--- src/rtl/qs_fifo_pkg.sv ---
// Shared types and defaults for the qs_fifo family of blocks.
// Holds the reader FSM encoding and the default word width.
package qs_fifo_pkg;

    localparam int DATA_W_DEF = 8;

    typedef enum logic [1:0] {
        ST_IDLE  = 2'b00,
        ST_RUN   = 2'b01,
        ST_FLUSH = 2'b10
    } state_t;

    function automatic logic occ_full(input logic [1:0] occ);
        return occ == 2'd2;
    endfunction

endpackage

--- src/rtl/qs_skid_buf.sv ---
// Two-entry in-order buffer; entry 0 is the head and is presented registered.
// A read shifts entry 1 down; a write lands at the first free slot after that shift.
module qs_skid_buf
    import qs_fifo_pkg::*;
#(
    parameter int DATA_W = DATA_W_DEF
) (
    input  logic              clk,
    input  logic              reset,
    input  logic              wr_en,
    input  logic [DATA_W-1:0] wr_data,
    input  logic              rd_en,
    input  logic              clr,
    output logic [1:0]        occ,
    output logic [DATA_W-1:0] head_data,
    output logic              valid
);

    logic [1:0]        occ_reg;
    logic [1:0]        occ_next;
    logic              rd_eff;
    logic              wr_eff;
    logic [1:0]        wr_idx;
    logic [DATA_W-1:0] entry_data [2];
    logic [DATA_W-1:0] shift_src  [2];

    assign rd_eff = rd_en && (occ_reg != 2'd0);
    assign wr_eff = wr_en && (!occ_full(occ_reg) || rd_eff);
    assign wr_idx = occ_reg - {1'b0, rd_eff};

    always_comb begin
        occ_next = occ_reg;
        if (clr) begin
            occ_next = 2'd0;
        end else if (wr_eff && !rd_eff) begin
            occ_next = occ_reg + 2'd1;
        end else if (rd_eff && !wr_eff) begin
            occ_next = occ_reg - 2'd1;
        end
    end

    always_ff @(posedge clk) begin
        if (reset) begin
            occ_reg <= 2'd0;
        end else begin
            occ_reg <= occ_next;
        end
    end

    genvar gi;
    generate
        for (gi = 0; gi < 2; gi++) begin : g_entry
            logic [DATA_W-1:0] data_reg;

            // The tail entry has nothing behind it, so a read leaves it as is.
            if (gi == 0) begin : g_shift_head
                assign shift_src[gi] = entry_data[1];
            end else begin : g_shift_tail
                assign shift_src[gi] = data_reg;
            end

            always_ff @(posedge clk) begin
                if (reset) begin
                    data_reg <= '0;
                end else if (!clr) begin
                    if (wr_eff && (wr_idx == 2'(gi))) begin
                        data_reg <= wr_data;
                    end else if (rd_eff) begin
                        data_reg <= shift_src[gi];
                    end
                end
            end

            assign entry_data[gi] = data_reg;
        end
    endgenerate

    assign occ       = occ_reg;
    assign head_data = entry_data[0];
    assign valid     = (occ_reg != 2'd0);

endmodule

--- src/rtl/qs_fifo_reader.sv ---
// Read-side controller for qs_fifo: pops into a 2-entry buffer, streams it out
// on valid/ready, supports enable, flush-to-empty and a saturating pop counter.
module qs_fifo_reader
    import qs_fifo_pkg::*;
#(
    parameter int DATA_W = DATA_W_DEF,
    parameter int CNT_W  = 16
) (
    input  logic              clk,
    input  logic              reset,
    input  logic              en_i,
    input  logic              flush_i,
    input  logic              fifo_empty_i,
    input  logic [DATA_W-1:0] fifo_pop_data_i,
    output logic              fifo_pop_o,
    output logic              out_valid_o,
    input  logic              out_ready_i,
    output logic [DATA_W-1:0] out_data_o,
    output logic              busy_o,
    output logic              flush_done_o,
    output logic [CNT_W-1:0]  pop_count_o
);

    state_t           state_reg;
    state_t           state_next;
    logic [CNT_W-1:0] pop_count_reg;
    logic [1:0]       occ;
    logic             buf_valid;
    logic             buf_clr;
    logic             buf_wr;
    logic             buf_rd;

    always_ff @(posedge clk) begin
        if (reset) begin
            state_reg <= ST_IDLE;
        end else begin
            state_reg <= state_next;
        end
    end

    // Popping in RUN is suppressed on the flush request cycle so that the
    // flush discards exactly what the FIFO holds from the next cycle on.
    always_comb begin
        state_next   = state_reg;
        fifo_pop_o   = 1'b0;
        flush_done_o = 1'b0;
        buf_clr      = 1'b0;
        case (state_reg)
            ST_IDLE: begin
                if (flush_i) begin
                    state_next = ST_FLUSH;
                    buf_clr    = 1'b1;
                end else if (en_i) begin
                    state_next = ST_RUN;
                end
            end
            ST_RUN: begin
                if (flush_i) begin
                    state_next = ST_FLUSH;
                    buf_clr    = 1'b1;
                end else begin
                    fifo_pop_o = en_i && !fifo_empty_i && !occ_full(occ);
                    if (!en_i) begin
                        state_next = ST_IDLE;
                    end
                end
            end
            ST_FLUSH: begin
                fifo_pop_o = !fifo_empty_i;
                if (fifo_empty_i) begin
                    state_next   = ST_IDLE;
                    flush_done_o = 1'b1;
                end
            end
            default: begin
                state_next = ST_IDLE;
            end
        endcase
    end

    assign buf_wr = fifo_pop_o && (state_reg == ST_RUN);
    assign buf_rd = buf_valid && out_ready_i;

    qs_skid_buf #(
        .DATA_W (DATA_W)
    ) u_skid_buf (
        .clk       (clk),
        .reset     (reset),
        .wr_en     (buf_wr),
        .wr_data   (fifo_pop_data_i),
        .rd_en     (buf_rd),
        .clr       (buf_clr),
        .occ       (occ),
        .head_data (out_data_o),
        .valid     (buf_valid)
    );

    always_ff @(posedge clk) begin
        if (reset) begin
            pop_count_reg <= '0;
        end else if (fifo_pop_o && (pop_count_reg != '1)) begin
            pop_count_reg <= pop_count_reg + 1'b1;
        end
    end

    assign out_valid_o = buf_valid;
    assign busy_o      = (state_reg != ST_IDLE) || buf_valid;
    assign pop_count_o = pop_count_reg;

endmodule
--- config.mk ---
export PLATFORM = sky130hd
export DESIGN_NAME = qs_fifo_reader
export DESIGN_NICKNAME = d
export VERILOG_FILES = /design/src/rtl/qs_fifo_pkg.sv /design/src/rtl/qs_skid_buf.sv /design/src/rtl/qs_fifo_reader.sv
export SDC_FILE = /design/constraint.sdc
export NUM_CORES = 1
export LEC_CHECK = 0
export BUFFER_PORTS_ARGS = -buffer_cell sky130_fd_sc_hd__buf_2
export CAP_MARGIN = 40
export CORE_ASPECT_RATIO = 0.9
export CORE_MARGIN = 2
export CORE_UTILIZATION = 30
export DETAILED_ROUTE_END_ITERATION = 7
export PLACE_DENSITY_LB_ADDON = 0.2
export SLEW_MARGIN = 20
export SYNTH_ARGS = -nofsm -noshare
export SYNTH_HDL_FRONTEND = slang
export SYNTH_SLANG_ARGS = --single-unit
--- constraint.sdc ---
create_clock -name clk -period 4 [get_ports clk]
set_input_delay 0.8 -clock clk [delete_from_list [all_inputs] [get_ports clk]]
set_output_delay 0.8 -clock clk [all_outputs]
set_load 0.01 [all_outputs]
==> impl_metrics.json <==
{
  "status": "finished, final reports clean",
  "setup_viol": 0,
  "synthArstFlopShare_pct": 0,
  "startpoint_type": "flop",
  "crit_required_ns": 3.20,
  "drt_iter0_drc": 116,
  "clk_latency_ns": 0.29,
  "portBuffers": 41,
  "initial_core_util_pct": 30.81,
  "cts_resized": 0,
  "drv_cap": 0,
  "grt_pass1_wl_um": 8086,
  "io_pins": 42,
  "gr-total-overflow": 0,
  "syn_area_um2": 2018,
  "synth_nets": 255,
  "clk_pin_slew_ns": 0.07,
  "min_path_type": "flop to flop",
  "clock_sinks": 36,
  "synth-edff-count": 0,
  "clockBufferDepth": 2,
  "peakVddDrop_v": 0.0001187,
  "post_synth.cell_area_avg_um2": 8.588,
  "final_cell_mix": "41 x buf_2, 36 x dfxtp_1, 26 x inv_1, 21 x nand2b_1",
  "tns_ns": 0,
  "crit_path_end_kind": "output port",
  "power.density_nw_per_um2": 317.5,
  "synthFlopType": "dfxtp_1",
  "wirelength_um": 4705,
  "final_antenna_net_count": 0,
  "dpl.hpwl_um": 3326,
  "leakage_nw": 0.9321,
  "dr_total_vias": 1818,
  "max_stage_delay_ns": 0.44,
  "synth-seq-cells": 36,
  "seq_area_frac_synth_pct": 35.71,
  "rsz0062_at_grt": "no",
  "cp_slowest_cell": "nor3b_1",
  "diodes": 0,
  "via_per_inst": 4.954,
  "crit_arrival_ns": 1.98,
  "drive_gt1_share_pct": 22.02,
  "fp.dieW_um": 90.46,
  "synth_top_area_share_pct": 35.71,
  "post_cts_buffers": 0,
  "hold_viol": 0,
  "fp-row-count": 28,
  "cts_made_buffers": 5,
  "route.detailed.drc": 0,
  "layout_commonest_cell": "buf_2",
  "p_clk_share_pct": 45.4,
  "ctsHoldBuffers": 0,
  "dr.pass1.iters": 4,
  "period_minus_slack_ns": 2.784,
  "die_height_um": 81.81,
  "place.gp.congestion": 0.7946,
  "preCtsSetupSlack_ns": 1.360,
  "antenna_found_initial": 0,
  "die-area_um2": 7400,
  "crit_chain": "inv_1 -> ha_1 -> nor3b_1 -> a211o_1 -> inv_1 -> buf_2",
  "p_sw_share_pct": 21.97,
  "synthCells": 235,
  "synth_top_area_cell": "dfxtp_1",
  "path_max_fanout": 5,
  "fmax_ghz": 0.3593,
  "cts_tree": "yes",
  "yosysWarnings": 0,
  "area_growth_pct": 20.95,
  "p_seq_share_pct": 46.8,
  "min_period_over_period_pct": 69.59,
  "critPathKind": "flop to output port",
  "utilization_pct": 37.26,
  "grt.total_usage_pct": 13.50,
  "pwr-share-comb_pct": 7.9,
  "switchingPower_mw": 0.1703,
  "core-area_um2": 6551,
  "timing.slew.headroom_pct": 49.55,
  "intPower_mw": 0.6048,
  "grt_pass1_vias": 1695,
  "nNetsFinal": 296,
  "worst_slew_pin_slew_ns": 0.7511,
  "cpMostUsedCell": "inv_1",
  "clock-skew-final_ns": 0.006735,
  "slew_viol_final": 0,
  "wire_per_inst_um": 12.82,
  "ys_top_cells_by_area": "dfxtp_1 36%, nand2b_1 6.5%, inv_1 4.8%",
  "largest_register_ffs": 16,
  "timing.final.ws_setup_ns": 1.216,
  "htreeDepth": 2,
  "synth_cell_types": 42,
  "grt_max_degree": 42,
  "ctsRootBufferMaster": "clkbuf_8"
}
==> per-stage QoR <==
| stage | std cells | hold WS (ns) | total power, mW | instance area (µm²) |
|---|---|---|---|---|
| 2_1_floorplan | 235 | 0.4487 | 0.4102 | 2018 |
| 3_3_place_gp | 358 | 0.4600 | 0.4322 | 2307 |
| 3_5_place_dp | 358 | 0.4664 | 0.4312 | 2307 |
| 4_1_cts | 366 | 0.4788 | 0.7871 | 2434 |
| 5_1_grt | 367 | 0.5044 | 0.8124 | 2441 |
| 6_report | 367 | 0.4749 | 0.7751 | 2441 |
==> critical path: cells and delay by family (launching register included) <==
family                   cells  cell delay [ns]
buffers and inverters        3             0.37
adder cells (fa/ha/maj)      1             0.24
AO/OA/AOI/OAI                1             0.28
AND/OR/NAND/NOR              1             0.44
flip-flops                   1             0.36
==> cell type report <==
type	instances	area [µm²]
Clock buffer	7	96.34
Tap cell	90	112.6
Multi-Input combinational cell	163	1156
Timing Repair Buffer	44	227.7
Fill cell	692	4110
Inverter	26	97.59
Clock inverter	1	30.03
Sequential cell	36	720.7
==> layer usage <==
| layer | up-vias | wire (µm) | global-route usage (%) |
|---|---|---|---|
| met5 | - | 0 | 0 |
| met4 | 0 | 110 | 6.308 |
| met3 | 8 | 181 | 2.661 |
| met2 | 36 | 1914 | 20.30 |
| met1 | 833 | 2498 | 18.76 |
| li1 | 941 | - | - |
==> Yosys cell counts, types with 2 or more instances <==
| master | instances |
|---|---|
| nand2b_1 | 21 |
| buf_2 | 4 |
| inv_1 | 26 |
| clkbuf_1 | 4 |
| xor2_1 | 2 |
| o31ai_1 | 6 |
| a21oi_1 | 14 |
| nor2_1 | 11 |
| o221ai_1 | 8 |
| ha_1 | 6 |
| nor2b_1 | 6 |
| or3_1 | 2 |
| nand2_1 | 7 |
| or4_1 | 9 |
| mux2i_1 | 9 |
| o211a_1 | 2 |
| nand4_1 | 2 |
| o21a_1 | 2 |
| o41ai_1 | 3 |
| o21ai_0 | 6 |
| and2_1 | 4 |
| nor4_1 | 8 |
| nand3b_1 | 2 |
| mux2_2 | 4 |
| a211o_1 | 2 |
| nand3_1 | 14 |
| dfxtp_1 | 36 |
==> logic make-up (layout without fill, tap and decap cells) <==
group,after synthesis,count (layout),share of synthesized area [%]
AO/OA/AOI/OAI,49,49,17.30
XOR/XNOR,2,2,0.8681
adder cells (fa/ha/maj),6,6,3.720
buffers and inverters,36,78,7.315
flip-flops,36,36,35.71
multiplexers,13,13,6.696
AND/OR/NAND/NOR,93,93,28.39
==> path summary, 6_finish.rpt <==
check                                                        from                                 to  slack (ns)  cells past startpoint
worst max-delay path                                 state_reg[0]                         fifo_pop_o        1.22                      6
worst min register to register  u_skid_buf.g_entry[1].data_reg[0]  u_skid_buf.g_entry[1].data_reg[0]        0.47                      2
worst max register to register                       state_reg[0]                  u_skid_buf.occ[1]        1.63                      8
worst min-delay path            u_skid_buf.g_entry[1].data_reg[0]  u_skid_buf.g_entry[1].data_reg[0]        0.47                      2
==> power by group through the flow <==
| stage | combinational (mW) | clock, mW | sequential [mW] |
|---|---|---|---|
| 6_report | 0.0611 | 0.352 | 0.362 |
| 5_1_grt | 0.0691 | 0.381 | 0.363 |
| 4_1_cts | 0.0610 | 0.364 | 0.362 |
| 3_5_place_dp | 0.0604 | 0 | 0.371 |
| 3_3_place_gp | 0.0615 | 0 | 0.371 |
| 2_1_floorplan | 0.0397 | 0 | 0.371 |
Power figures use the tool's default switching activity.
